===== config.mk =====
export PLATFORM = sky130hd
export DESIGN_NAME = mem_arbiter_flat
export DESIGN_NICKNAME = d
export VERILOG_FILES = /design/src/rtl/mem_arbiter_pkg.sv /design/src/rtl/mem_arbiter_if.sv /design/src/rtl/mem_byte_seq.sv /design/src/rtl/mem_arbiter.sv /design/src/flat_wrapper.sv
export SDC_FILE = /design/constraint.sdc
export NUM_CORES = 1
export LEC_CHECK = 0
export CELL_PAD_IN_SITES_DETAIL_PLACEMENT = 0
export CELL_PAD_IN_SITES_GLOBAL_PLACEMENT = 2
export CORE_ASPECT_RATIO = 1.5
export CORE_MARGIN = 2
export CORE_UTILIZATION = 29
export DETAILED_ROUTE_END_ITERATION = 8
export GPL_ROUTABILITY_DRIVEN = 0
export PLACE_DENSITY_LB_ADDON = 0.1
export SLEW_MARGIN = 25
export SYNTH_ARGS = -nofsm -noshare
export SYNTH_HDL_FRONTEND = slang
export SYNTH_SLANG_ARGS = --single-unit

===== constraint.sdc =====
create_clock -name clk -period 2.9 [get_ports clk]
set_clock_uncertainty 0.2 [all_clocks]
set_input_delay 0.58 -clock clk [delete_from_list [all_inputs] [get_ports clk]]
set_output_delay 0.58 -clock clk [all_outputs]
set_load 0.005 [all_outputs]

===== src/rtl/mem_arbiter_pkg.sv =====
// Shared definitions for the fetch/load-store memory arbiter: FSM states,
// requester identifiers, mem_len codes and the fixed fetch length.
package mem_arbiter_pkg;

    typedef enum logic [1:0] {
        ST_IDLE = 2'd0,
        ST_XFER = 2'd1,
        ST_DONE = 2'd2
    } state_e;

    typedef enum logic {
        SRC_IF  = 1'b0,
        SRC_MEM = 1'b1
    } src_e;

    localparam logic [1:0] LEN_1B = 2'd0;
    localparam logic [1:0] LEN_2B = 2'd1;
    localparam logic [1:0] LEN_4B = 2'd2;

    localparam logic [2:0] FETCH_LEN = 3'd4;

    // Code 3 is an alias for a 4-byte access.
    function automatic logic [2:0] len_bytes(input logic [1:0] len);
        case (len)
            LEN_1B:  return 3'd1;
            LEN_2B:  return 3'd2;
            LEN_4B:  return 3'd4;
            default: return 3'd4;
        endcase
    endfunction

endpackage


===== src/rtl/mem_arbiter_if.sv =====
// Bundle of the fetch port, load/store port, byte-RAM port and busy flag.
// slave = arbiter side, master = requesters and RAM side.
interface mem_arbiter_if #(parameter int unsigned ADDR_W = 32);

    logic              if_req;
    logic [ADDR_W-1:0] if_addr;
    logic              flush;
    logic              if_done;
    logic [31:0]       if_data;

    logic              mem_req;
    logic              mem_we;
    logic [ADDR_W-1:0] mem_addr;
    logic [1:0]        mem_len;
    logic [31:0]       mem_wdata;
    logic              mem_done;
    logic [31:0]       mem_rdata;

    logic [ADDR_W-1:0] ram_addr;
    logic              ram_we;
    logic [7:0]        ram_wdata;
    logic [7:0]        ram_rdata;

    logic              busy;

    modport slave (
        input  if_req, if_addr, flush,
        output if_done, if_data,
        input  mem_req, mem_we, mem_addr, mem_len, mem_wdata,
        output mem_done, mem_rdata,
        output ram_addr, ram_we, ram_wdata,
        input  ram_rdata,
        output busy
    );

    modport master (
        output if_req, if_addr, flush,
        input  if_done, if_data,
        output mem_req, mem_we, mem_addr, mem_len, mem_wdata,
        input  mem_done, mem_rdata,
        input  ram_addr, ram_we, ram_wdata,
        output ram_rdata,
        input  busy
    );

endinterface


===== src/rtl/mem_byte_seq.sv =====
// Byte sequencer: walks base..base+N-1 on the byte RAM, emits write bytes
// and assembles read bytes that return one cycle after their address.
module mem_byte_seq #(
    parameter int unsigned ADDR_W = 32
) (
    input  logic              clk,
    input  logic              rst,
    input  logic              start_i,
    input  logic              abort_i,
    input  logic [ADDR_W-1:0] base_i,
    input  logic [2:0]        nbytes_i,
    input  logic              we_i,
    input  logic [31:0]       wdata_i,
    input  logic [7:0]        ram_rdata_i,
    output logic [ADDR_W-1:0] ram_addr_o,
    output logic              ram_we_o,
    output logic [7:0]        ram_wdata_o,
    output logic              fin_o,
    output logic [31:0]       rdata_o
);

    logic              active_q;
    logic [2:0]        cnt_q;
    logic [2:0]        cnt_d;
    logic [2:0]        n_q;
    logic              we_q;
    logic [ADDR_W-1:0] base_q;
    logic [31:0]       wdata_q;
    logic [31:0]       asm_q;
    logic [ADDR_W-1:0] addr_q;
    logic              ram_we_q;
    logic [7:0]        ram_wdata_q;
    logic [7:0]        wbyte;
    logic [1:0]        rd_idx;

    // cnt_q is the cycle index inside the transfer; reads finish one cycle
    // later than writes because the last byte lags its address.
    always_comb begin
        cnt_d  = cnt_q + 3'd1;
        rd_idx = cnt_q[1:0] - 2'd1;
        case (cnt_d[1:0])
            2'd0:    wbyte = wdata_q[7:0];
            2'd1:    wbyte = wdata_q[15:8];
            2'd2:    wbyte = wdata_q[23:16];
            default: wbyte = wdata_q[31:24];
        endcase
        fin_o   = active_q & (cnt_q == (we_q ? n_q - 3'd1 : n_q));
        rdata_o = asm_q | ({24'd0, ram_rdata_i} << {rd_idx, 3'b000});
    end

    always_ff @(posedge clk) begin
        if (rst) begin
            active_q    <= 1'b0;
            cnt_q       <= '0;
            n_q         <= '0;
            we_q        <= 1'b0;
            base_q      <= '0;
            wdata_q     <= '0;
            asm_q       <= '0;
            addr_q      <= '0;
            ram_we_q    <= 1'b0;
            ram_wdata_q <= '0;
        end else if (start_i) begin
            active_q    <= 1'b1;
            cnt_q       <= '0;
            n_q         <= nbytes_i;
            we_q        <= we_i;
            base_q      <= base_i;
            wdata_q     <= wdata_i;
            asm_q       <= '0;
            addr_q      <= base_i;
            ram_we_q    <= we_i;
            ram_wdata_q <= we_i ? wdata_i[7:0] : '0;
        end else if (active_q) begin
            if (!we_q && cnt_q != 3'd0)
                asm_q[{rd_idx, 3'b000} +: 8] <= ram_rdata_i;
            if (abort_i || fin_o) begin
                active_q    <= 1'b0;
                addr_q      <= '0;
                ram_we_q    <= 1'b0;
                ram_wdata_q <= '0;
            end else begin
                cnt_q <= cnt_d;
                if (cnt_d < n_q) begin
                    addr_q      <= base_q + ADDR_W'(cnt_d);
                    ram_we_q    <= we_q;
                    ram_wdata_q <= we_q ? wbyte : '0;
                end else begin
                    addr_q      <= '0;
                    ram_we_q    <= 1'b0;
                    ram_wdata_q <= '0;
                end
            end
        end
    end

    assign ram_addr_o  = addr_q;
    assign ram_we_o    = ram_we_q;
    assign ram_wdata_o = ram_wdata_q;

endmodule


===== src/rtl/mem_arbiter.sv =====
// Arbitrates instruction fetch and load/store onto a byte-wide RAM.
// Define MEM_ARB_RR_EN for round-robin arbitration instead of MEM-first.
module mem_arbiter
    import mem_arbiter_pkg::*;
#(
    parameter int unsigned ADDR_W = 32
) (
    input  logic          clk,
    input  logic          rst,
    mem_arbiter_if.slave  bus
);

    state_e      state_q;
    src_e        src_q;
    logic        dir_we_q;
    logic        busy_q;
    logic        if_done_q;
    logic        mem_done_q;
    logic [31:0] if_data_q;
    logic [31:0] mem_rdata_q;
`ifdef MEM_ARB_RR_EN
    src_e        last_q;
`endif

    logic              if_ok;
    logic              mem_ok;
    logic              pick_mem;
    logic              grant;
    logic              abort;
    logic [ADDR_W-1:0] seq_base;
    logic [2:0]        seq_n;
    logic              seq_we;
    logic              seq_fin;
    logic [31:0]       seq_rdata;
    logic [ADDR_W-1:0] seq_ram_addr;
    logic              seq_ram_we;
    logic [7:0]        seq_ram_wdata;

    always_comb begin
        if_ok  = bus.if_req & ~bus.flush;
        mem_ok = bus.mem_req;
`ifdef MEM_ARB_RR_EN
        pick_mem = mem_ok & (~if_ok | (last_q == SRC_IF));
`else
        pick_mem = mem_ok;
`endif
        grant    = (state_q == ST_IDLE) & (mem_ok | if_ok);
        seq_base = pick_mem ? bus.mem_addr : bus.if_addr;
        seq_n    = pick_mem ? len_bytes(bus.mem_len) : FETCH_LEN;
        seq_we   = pick_mem & bus.mem_we;
        abort    = (state_q == ST_XFER) & (src_q == SRC_IF) & bus.flush;
    end

    mem_byte_seq #(.ADDR_W(ADDR_W)) u_seq (
        .clk         (clk),
        .rst         (rst),
        .start_i     (grant),
        .abort_i     (abort),
        .base_i      (seq_base),
        .nbytes_i    (seq_n),
        .we_i        (seq_we),
        .wdata_i     (bus.mem_wdata),
        .ram_rdata_i (bus.ram_rdata),
        .ram_addr_o  (seq_ram_addr),
        .ram_we_o    (seq_ram_we),
        .ram_wdata_o (seq_ram_wdata),
        .fin_o       (seq_fin),
        .rdata_o     (seq_rdata)
    );

    always_ff @(posedge clk) begin
        if (rst) begin
            state_q     <= ST_IDLE;
            src_q       <= SRC_IF;
            dir_we_q    <= 1'b0;
            busy_q      <= 1'b0;
            if_done_q   <= 1'b0;
            mem_done_q  <= 1'b0;
            if_data_q   <= '0;
            mem_rdata_q <= '0;
`ifdef MEM_ARB_RR_EN
            last_q      <= SRC_IF;
`endif
        end else begin
            if_done_q  <= 1'b0;
            mem_done_q <= 1'b0;
            case (state_q)
                ST_IDLE: begin
                    if (grant) begin
                        state_q  <= ST_XFER;
                        busy_q   <= 1'b1;
                        src_q    <= pick_mem ? SRC_MEM : SRC_IF;
                        dir_we_q <= seq_we;
`ifdef MEM_ARB_RR_EN
                        last_q   <= pick_mem ? SRC_MEM : SRC_IF;
`endif
                    end
                end
                ST_XFER: begin
                    // A flush beats completion, even on the final capture cycle.
                    if (abort) begin
                        state_q <= ST_IDLE;
                        busy_q  <= 1'b0;
                    end else if (seq_fin) begin
                        state_q <= ST_DONE;
                        if (src_q == SRC_IF) begin
                            if_done_q <= 1'b1;
                            if_data_q <= seq_rdata;
                        end else begin
                            mem_done_q <= 1'b1;
                            if (!dir_we_q)
                                mem_rdata_q <= seq_rdata;
                        end
                    end
                end
                ST_DONE: begin
                    state_q <= ST_IDLE;
                    busy_q  <= 1'b0;
                end
                default: begin
                    state_q <= ST_IDLE;
                    busy_q  <= 1'b0;
                end
            endcase
        end
    end

    assign bus.if_done   = if_done_q;
    assign bus.if_data   = if_data_q;
    assign bus.mem_done  = mem_done_q;
    assign bus.mem_rdata = mem_rdata_q;
    assign bus.ram_addr  = seq_ram_addr;
    assign bus.ram_we    = seq_ram_we;
    assign bus.ram_wdata = seq_ram_wdata;
    assign bus.busy      = busy_q;

endmodule


===== src/flat_wrapper.sv =====
// flat-port wrapper written by rule: the top's interface ports become plain ports
module mem_arbiter_flat import mem_arbiter_pkg::*;
#(
    parameter int unsigned ADDR_W = 32
)
  (clk, rst, bus_if_req, bus_if_addr, bus_flush, bus_if_done, bus_if_data, bus_mem_req, bus_mem_we, bus_mem_addr, bus_mem_len, bus_mem_wdata, bus_mem_done, bus_mem_rdata, bus_ram_addr, bus_ram_we, bus_ram_wdata, bus_ram_rdata, bus_busy);
  mem_arbiter_if #(.ADDR_W(ADDR_W)) bus_i ();
  input  logic clk;
  input  logic rst;
  input wire logic [$bits(bus_i.if_req)-1:0] bus_if_req;
  input wire logic [$bits(bus_i.if_addr)-1:0] bus_if_addr;
  input wire logic [$bits(bus_i.flush)-1:0] bus_flush;
  output wire logic [$bits(bus_i.if_done)-1:0] bus_if_done;
  output wire logic [$bits(bus_i.if_data)-1:0] bus_if_data;
  input wire logic [$bits(bus_i.mem_req)-1:0] bus_mem_req;
  input wire logic [$bits(bus_i.mem_we)-1:0] bus_mem_we;
  input wire logic [$bits(bus_i.mem_addr)-1:0] bus_mem_addr;
  input wire logic [$bits(bus_i.mem_len)-1:0] bus_mem_len;
  input wire logic [$bits(bus_i.mem_wdata)-1:0] bus_mem_wdata;
  output wire logic [$bits(bus_i.mem_done)-1:0] bus_mem_done;
  output wire logic [$bits(bus_i.mem_rdata)-1:0] bus_mem_rdata;
  output wire logic [$bits(bus_i.ram_addr)-1:0] bus_ram_addr;
  output wire logic [$bits(bus_i.ram_we)-1:0] bus_ram_we;
  output wire logic [$bits(bus_i.ram_wdata)-1:0] bus_ram_wdata;
  input wire logic [$bits(bus_i.ram_rdata)-1:0] bus_ram_rdata;
  output wire logic [$bits(bus_i.busy)-1:0] bus_busy;
  assign bus_i.if_req = bus_if_req;
  assign bus_i.if_addr = bus_if_addr;
  assign bus_i.flush = bus_flush;
  assign bus_if_done = bus_i.if_done;
  assign bus_if_data = bus_i.if_data;
  assign bus_i.mem_req = bus_mem_req;
  assign bus_i.mem_we = bus_mem_we;
  assign bus_i.mem_addr = bus_mem_addr;
  assign bus_i.mem_len = bus_mem_len;
  assign bus_i.mem_wdata = bus_mem_wdata;
  assign bus_mem_done = bus_i.mem_done;
  assign bus_mem_rdata = bus_i.mem_rdata;
  assign bus_ram_addr = bus_i.ram_addr;
  assign bus_ram_we = bus_i.ram_we;
  assign bus_ram_wdata = bus_i.ram_wdata;
  assign bus_i.ram_rdata = bus_ram_rdata;
  assign bus_busy = bus_i.busy;
  mem_arbiter #(.ADDR_W(ADDR_W)) u_core (.clk(clk), .rst(rst), .bus(bus_i));
endmodule

==> results of run 1 <==
what timing repair did:
item	4_1_cts	5_1_grt
hold buffers	0	0
gates resized for setup	0	1
setup endpoints to repair	0	8
worst paths after layout:
check | from | end | slack, ps | cells past startpoint
setup / recovery | u_core.u_seq.cnt_q[1]$_SDFFE_PP0P_ | u_core.u_seq.ram_wdata_o[6]$_SDFFE_PP0P_ | 300 | 9
setup reg to reg | u_core.u_seq.cnt_q[1]$_SDFFE_PP0P_ | u_core.u_seq.ram_wdata_o[6]$_SDFFE_PP0P_ | 300 | 9
hold reg to reg | u_core.u_seq.asm_q[4]$_SDFFE_PP0P_ | u_core.u_seq.asm_q[4]$_SDFFE_PP0P_ | 250 | 2
hold / removal | u_core.u_seq.asm_q[4]$_SDFFE_PP0P_ | u_core.u_seq.asm_q[4]$_SDFFE_PP0P_ | 250 | 2
worst max-delay path: stages (launching register included):
cell,delay (ps)
dfxtp_1,360
inv_1,120
ha_1,370
ha_1,300
a21boi_0,120
o21ai_0,250
nand4_1,150
nor2_2,340
a221oi_1,160
nor3_1,180
power groups by stage:
stage	Sequential [mW]	Clock, mW	Combinational [mW]
floorplan	3.27	0	0.602
finish	3.24	3.18	1.11
CTS	3.24	3.31	1.13
global route	3.26	3.42	1.24
detailed placement	3.30	0	1.13
global placement	3.31	0	1.13
state kept, by name (all words and copies together), names as in the netlist:
name and flops:
u_core.u_seq.ram_wdata_o 8, u_core.src_q 1, u_core.state_q 2, u_core.bus.mem_rdata 32, u_core.u_seq.ram_addr_o 32, u_core.bus.busy 1, u_core.u_seq.cnt_q 3, u_core.dir_we_q 1
u_core.u_seq.n_q 3, u_core.bus.if_done 1, u_core.u_seq.active_q 1, u_core.bus.mem_done 1, u_core.u_seq.base_q 32, u_core.bus.if_data 32, u_core.u_seq.asm_q 32, u_core.u_seq.ram_we_o 1
u_core.u_seq.wdata_q 32
Yosys cell counts, types with 2 or more instances:
cell	instances	share of area
a222oi_1	8	0.0085
and2_1	6	0.0040
nor2_2	21	0.014
a22oi_1	9	0.0071
nand3_1	36	0.019
o22ai_1	3	0.0020
xnor2_1	28	0.026
buf_6	8	0.0095
clkbuf_1	58	0.023
a21oi_1	152	0.080
buf_2	7	0.0037
o21ai_0	13	0.0069
nor4_1	3	0.0020
and3_1	9	0.0059
buf_4	10	0.0079
nor3_1	15	0.0079
mux2i_1	32	0.034
inv_1	8	0.0032
a31oi_1	29	0.019
buf_1	7	0.0028
nor3b_2	2	0.0026
nand2_1	143	0.057
a211oi_1	41	0.033
nor2_1	149	0.059
nor2b_1	6	0.0040
a211oi_2	29	0.038
a221oi_1	8	0.0074
ha_1	13	0.017
nand4_1	22	0.015
xor2_1	8	0.0074
dfxtp_1	215	0.45
logic make-up (layout without fill, tap and decap cells):
family	after synthesis	count (layout)
adders and majority gates	14	14
xor gates and xnor gates	36	36
and+or+nand+nor	420	420
muxes	32	32
AOI/OAI and AO/OA	299	299
DFF	215	215
buffers and inverters	99	299
per-layer routing:
layer / vias to the layer above / track usage
li1: 4277 / -
met1: 3899 / 0.200
met2: 182 / 0.303
met3: 41 / 0.0328
met4: 2 / 0.0550
met5: - / 0
layout make-up:
class | instances | area share
clock buffers | 31 | 0.0524
clock inverters | 10 | 0.0110
inverters | 9 | 0.00262
multi-input cells | 801 | 0.365
flip-flops and latches | 215 | 0.333
well taps | 415 | 0.0402
repair buffers | 249 | 0.196
cells in the final DEF, fill, tap and decap left out, types with 21 or more instances in the layout:
| master | n |
|---|---|
| a211oi_1 | 41 |
| a211oi_2 | 29 |
| a21oi_1 | 152 |
| a31oi_1 | 29 |
| buf_4 | 21 |
| clkbuf_16 | 24 |
| clkdlybuf4s50_1 | 217 |
| dfxtp_1 | 215 |
| mux2i_1 | 32 |
| nand2_1 | 143 |
| nand3_1 | 36 |
| nand4_1 | 22 |
| nor2_1 | 148 |
| nor2_2 | 22 |
| xnor2_1 | 28 |
through the flow:
step | hold WS [ps] | worst slack (ps) | power [mW] | cell area [um^2] | cells
2_1_floorplan | 232 | 235 | 3.87 | 9470 | 1115
3_3_place_gp | 237 | 200 | 4.43 | 12100 | 1689
3_5_place_dp | 243 | 175 | 4.43 | 12100 | 1689
4_1_cts | 252 | 153 | 7.69 | 12900 | 1730
5_1_grt | 269 | 106 | 7.91 | 12900 | 1730
6_report | 249 | 297 | 7.52 | 12900 | 1730
==> flow_metrics.env, run 1 <==
export IMPL_synth_edff_count=0
export IMPL_overflow=0
export IMPL_cellPowerDensity_nw_per_um2=582
export IMPL_drt_pass1_iterations=5
export IMPL_clkPwrFrac=0.422
export IMPL_power_switching_mw=1.97
export IMPL_clkTransAtPathRegs_ps=60
export IMPL_fp_dieH_um=225
export IMPL_multiInputGateArea_um2=4710
export IMPL_clock_sinks=215
export IMPL_path_max_fanout=9
export IMPL_drive_above_1_share=0.0996
export IMPL_fin_crit_ps=2600
export IMPL_drc=0
export IMPL_postCtsSetupRepairBufs=0
export IMPL_slew_headroom=0.541
export IMPL_clkLatencyLatePin_ps=530
export IMPL_synthMuxAreaShare=0.0338
export IMPL_wl_met1_mm=12.0
export IMPL_dr_wl_met3_mm=1.50
export IMPL_hold_viol_final=0
export IMPL_nFillCells=3393
export IMPL_avgSynthCellArea_um2=8.49
export IMPL_vias_per_cell=4.86
export IMPL_synth_top_family_by_area="compound AO/OA/AOI/OAI gates"
export IMPL_path_class="flop to flop"
export IMPL_cts_made_buffers=24
export IMPL_ys_types=48
export IMPL_synthFlopType="dfxtp_1"
export IMPL_netlist_area_um2=9470
export IMPL_report_final_slew_viol_count=0
export IMPL_p_comb_frac=0.147
export IMPL_setup_tns_final_ps=0
export IMPL_p_seq_frac=0.430
export IMPL_track_usage=0.169
export IMPL_core_um2=32400
export IMPL_hold_class="flop to flop"
export IMPL_p_int_mw=5.55
export IMPL_switching_share=0.262
export IMPL_die_x_um=152
export IMPL_crit_required_ps=3160
export IMPL_antennaDiodeCount=0
export IMPL_avgRoutedWirePerCell_um=16.9
export IMPL_fmax_mhz=384
export IMPL_synth_xor_area_frac=0.0333
export IMPL_dp_hpwl_mm=20.8
export IMPL_first_global_vias=8272
export IMPL_crit_arrival_ps=2860
export IMPL_seq_area_frac_synth=0.455
export IMPL_cap_violations=0
export IMPL_cts_tree="yes"
export IMPL_end_kind="flop"
export IMPL_area_delta_synth_final_pct=36.5
export IMPL_peakVddDrop_mv=0.323
export IMPL_rsz0062_at_grt="no"
export IMPL_fin_util=0.398
export IMPL_worst_pin_slew_ps=684
export IMPL_io_pins=220
export IMPL_rows=81
export IMPL_totalWireLength_mm=29.2
export IMPL_clockRootBuffer="clkbuf_16"
export IMPL_power_leakage_nw=4.50
export IMPL_grt_pass1_wl_mm=45.8
export IMPL_top_layer_used="met5"
export IMPL_via_count=8401
export IMPL_grt_max_degree=72
export IMPL_drt_iter0_drc=333
export IMPL_htree_levels=1
export IMPL_ys_ff_latch=215
export IMPL_wl_met2_mm=14.9
export IMPL_period_share=0.898
export IMPL_synth_compound_area_frac=0.211
export IMPL_syn_inst=1115
export IMPL_fin_nets=1426
export IMPL_numPortBuffers=219
export IMPL_cp_start_kind="flop"
export IMPL_regArea_um2=4300
export IMPL_synth_adder_area_share=0.0193
export IMPL_clock_path_buffers=3
export IMPL_async_reset_ff_frac=0
export IMPL_synth_simple_area_share=0.197
export IMPL_initial_core_util=0.292
export IMPL_synthesis_nets=1241
export IMPL_antenna_found_initial=1
export IMPL_status="completed"
export IMPL_ys_warn_count=0
export IMPL_finalSetupViolCount=0
export IMPL_drtAntennaViolNets=0
export IMPL_dieArea_um2=34100
Note: power is estimated with default switching activity, not from simulation.
==> run 2, diff against run 1 <==
Settings changed: CORE_UTILIZATION 29 to 37, DONT_BUFFER_PORTS set to 1.
==> run 2 against run 1 <==
Compared with the run above: critical endpoint is now u_core.state_q[0]$_SDFFE_PP0P_; register-to-register slack lost 180 ps; maximum frequency shrank 6.4%; total power shrank 9.2%; routed wire length shrank 5.7%; largest power group unchanged; utilization grew 4.4 points; sequential share of layout area grew 5.4 points; the run now ends with hold timing left.
==> flow_metrics.env, run 2 (synthesis gave the netlist of run 1 again) <==
export IMPL_r2r_cells=8
export IMPL_power_leakage_nw=4.00
export IMPL_clockRootBuffer="clkbuf_16"
export IMPL_drt_iter0_drc=443
export IMPL_fin_area_um2=11100
export IMPL_grt_pass1_wl_mm=43.4
export IMPL_final_common_cell="dfxtp_1"
export IMPL_rsz0062_at_grt="yes"
export IMPL_violations="hold timing"
export IMPL_antennaDiodeCount=0
export IMPL_report_final_slew_viol_count=0
export IMPL_cp_start_kind="flop"
export IMPL_status="complete, but fails checks"
export IMPL_whs_ps=-50.7
export IMPL_crit_required_ps=3140
export IMPL_drtAntennaViolNets=0
export IMPL_numPortBuffers=0
export IMPL_antenna_found_initial=1
export IMPL_avgRoutedWirePerCell_um=18.5
export IMPL_final_cell_mix="214 x dfxtp_1, 152 x a21oi_1, 148 x nor2_1, 143 x nand2_1, 75 x dlygate4sd3_1"
export IMPL_fin_nets=1271
export IMPL_area_delta_synth_final_pct=17.4
export IMPL_htree_levels=1
export IMPL_first_global_vias=7586
export IMPL_dpl_instance_area_um2=9660
export IMPL_path_class="flop to flop"
export IMPL_hold_class="primary input to flop"
export IMPL_clock_sinks=215
export IMPL_vias_per_cell=5.27
export IMPL_dieArea_um2=26900
export IMPL_period_share=0.959
export IMPL_via_count=7818
export IMPL_path_max_fanout=7
export IMPL_cellPowerDensity_nw_per_um2=615
export IMPL_clock_path_buffers=3
export IMPL_drc=0
export IMPL_finalSetupViolCount=0
export IMPL_track_usage=0.200
export IMPL_fp_dieH_um=200
export IMPL_clkTransAtPathRegs_ps=60
export IMPL_rows=71
export IMPL_cap_violations=0
export IMPL_die_x_um=135
export IMPL_ctsHoldBuffers=75
export IMPL_nFillCells=2546
export IMPL_fin_crit_ps=2780
export IMPL_holdPathStages=1
export IMPL_clkLatencyLatePin_ps=500
export IMPL_worst_pin_slew_ps=739
export IMPL_peakVddDrop_mv=0.426
export IMPL_cts_tree="yes"
export IMPL_totalPowerFinal_mw=6.83
export IMPL_io_pins=220
export IMPL_dp_hpwl_mm=18.2
export IMPL_slew_headroom=0.505
export IMPL_overflow=0
export IMPL_initial_core_util=0.376
export IMPL_totalWireLength_mm=27.5
export IMPL_drive_above_1_share=0.0986
export IMPL_crit_arrival_ps=3020
export IMPL_cts_made_buffers=23
export IMPL_drt_pass1_iterations=7
export IMPL_grt_max_degree=182
export IMPL_core_um2=25100
export IMPL_fmax_mhz=360
export IMPL_hold_viol_final=13
export IMPL_end_kind="flop"
==> run 2: cell types whose count changed in the layout (fill, tap and decap cells not counted), moves of 3 or more <==
| cell | delta |
|---|---|
| clkinv_2 | -4 |
| bufinv_16 | -3 |
| buf_12 | -5 |
| clkdlybuf4s50_1 | -217 |
| dlygate4sd3_1 | +75 |
| buf_4 | -5 |
| clkbuf_1 | +3 |
==> run 2: critical path: stages, from the launching register on <==
cell,delay (ps)
dfxtp_1,380
inv_2,80
ha_1,300
nand2_1,50
and3_1,220
o211a_4,310
or3b_2,470
a21oi_1,140
dlygate4sd3_1,570
==> run 2: repair_timing <==
action | in CTS | in global routing
hold endpoints to repair | 177 | 49
setup endpoints to repair | 0 | 6
gates resized for setup | 0 | 6
buffers inserted | 0 | 0
==> run 2: per-layer routing <==
layer / global-route usage / vias to the layer above / share of wire
met4: 0.0394 / 2 / 0.011
met5: 0 / - / 0.00047
met1: 0.243 / 3625 / 0.41
li1: - / 3961 / -
met3: 0.0366 / 26 / 0.054
met2: 0.370 / 204 / 0.52
==> run 2: stage by stage <==
step	hold slack, ps	utilization	instances	setup WS [ps]	TNS [ps]
after global routing	-67.6	0.442	1484	-3.29	-3.29
after CTS	-71.1	0.441	1484	15.3	0
final	-50.7	0.442	1484	120	0
after floorplan	232	-	1115	235	0
after detailed placement	244	0.384	1373	165	0
after global placement	238	0.384	1373	260	0
==> run 2: final timing paths <==
kind / endpoint / slack [ps] / startpoint
max: u_core.state_q[0]$_SDFFE_PP0P_ / 120 / u_core.u_seq.n_q[1]$_SDFFE_PP0P_
min: u_core.bus.if_data[6]$_SDFFE_PP0P_ / -50 / rst
max reg2reg: u_core.state_q[0]$_SDFFE_PP0P_ / 120 / u_core.u_seq.n_q[1]$_SDFFE_PP0P_
min reg2reg: u_core.u_seq.asm_q[17]$_SDFFE_PP0P_ / 250 / u_core.u_seq.asm_q[17]$_SDFFE_PP0P_
==> run 2: area by class of cell <==
cell class              instances  area (um^2)  area share
well taps                     328          410      0.0369
multi-input cells             801         4730       0.425
clock inverters                 2         12.5     0.00113
flip-flops and latches        215         4310       0.387
inverters                       9         33.8     0.00304
clock buffers                  34          677      0.0609
repair buffers                 95          951      0.0855
==> run 2: where the power goes <==
group,internal (mW),switching [mW]
sequential,3.11,0.149
clock,1.60,1.16
combinational,0.363,0.453
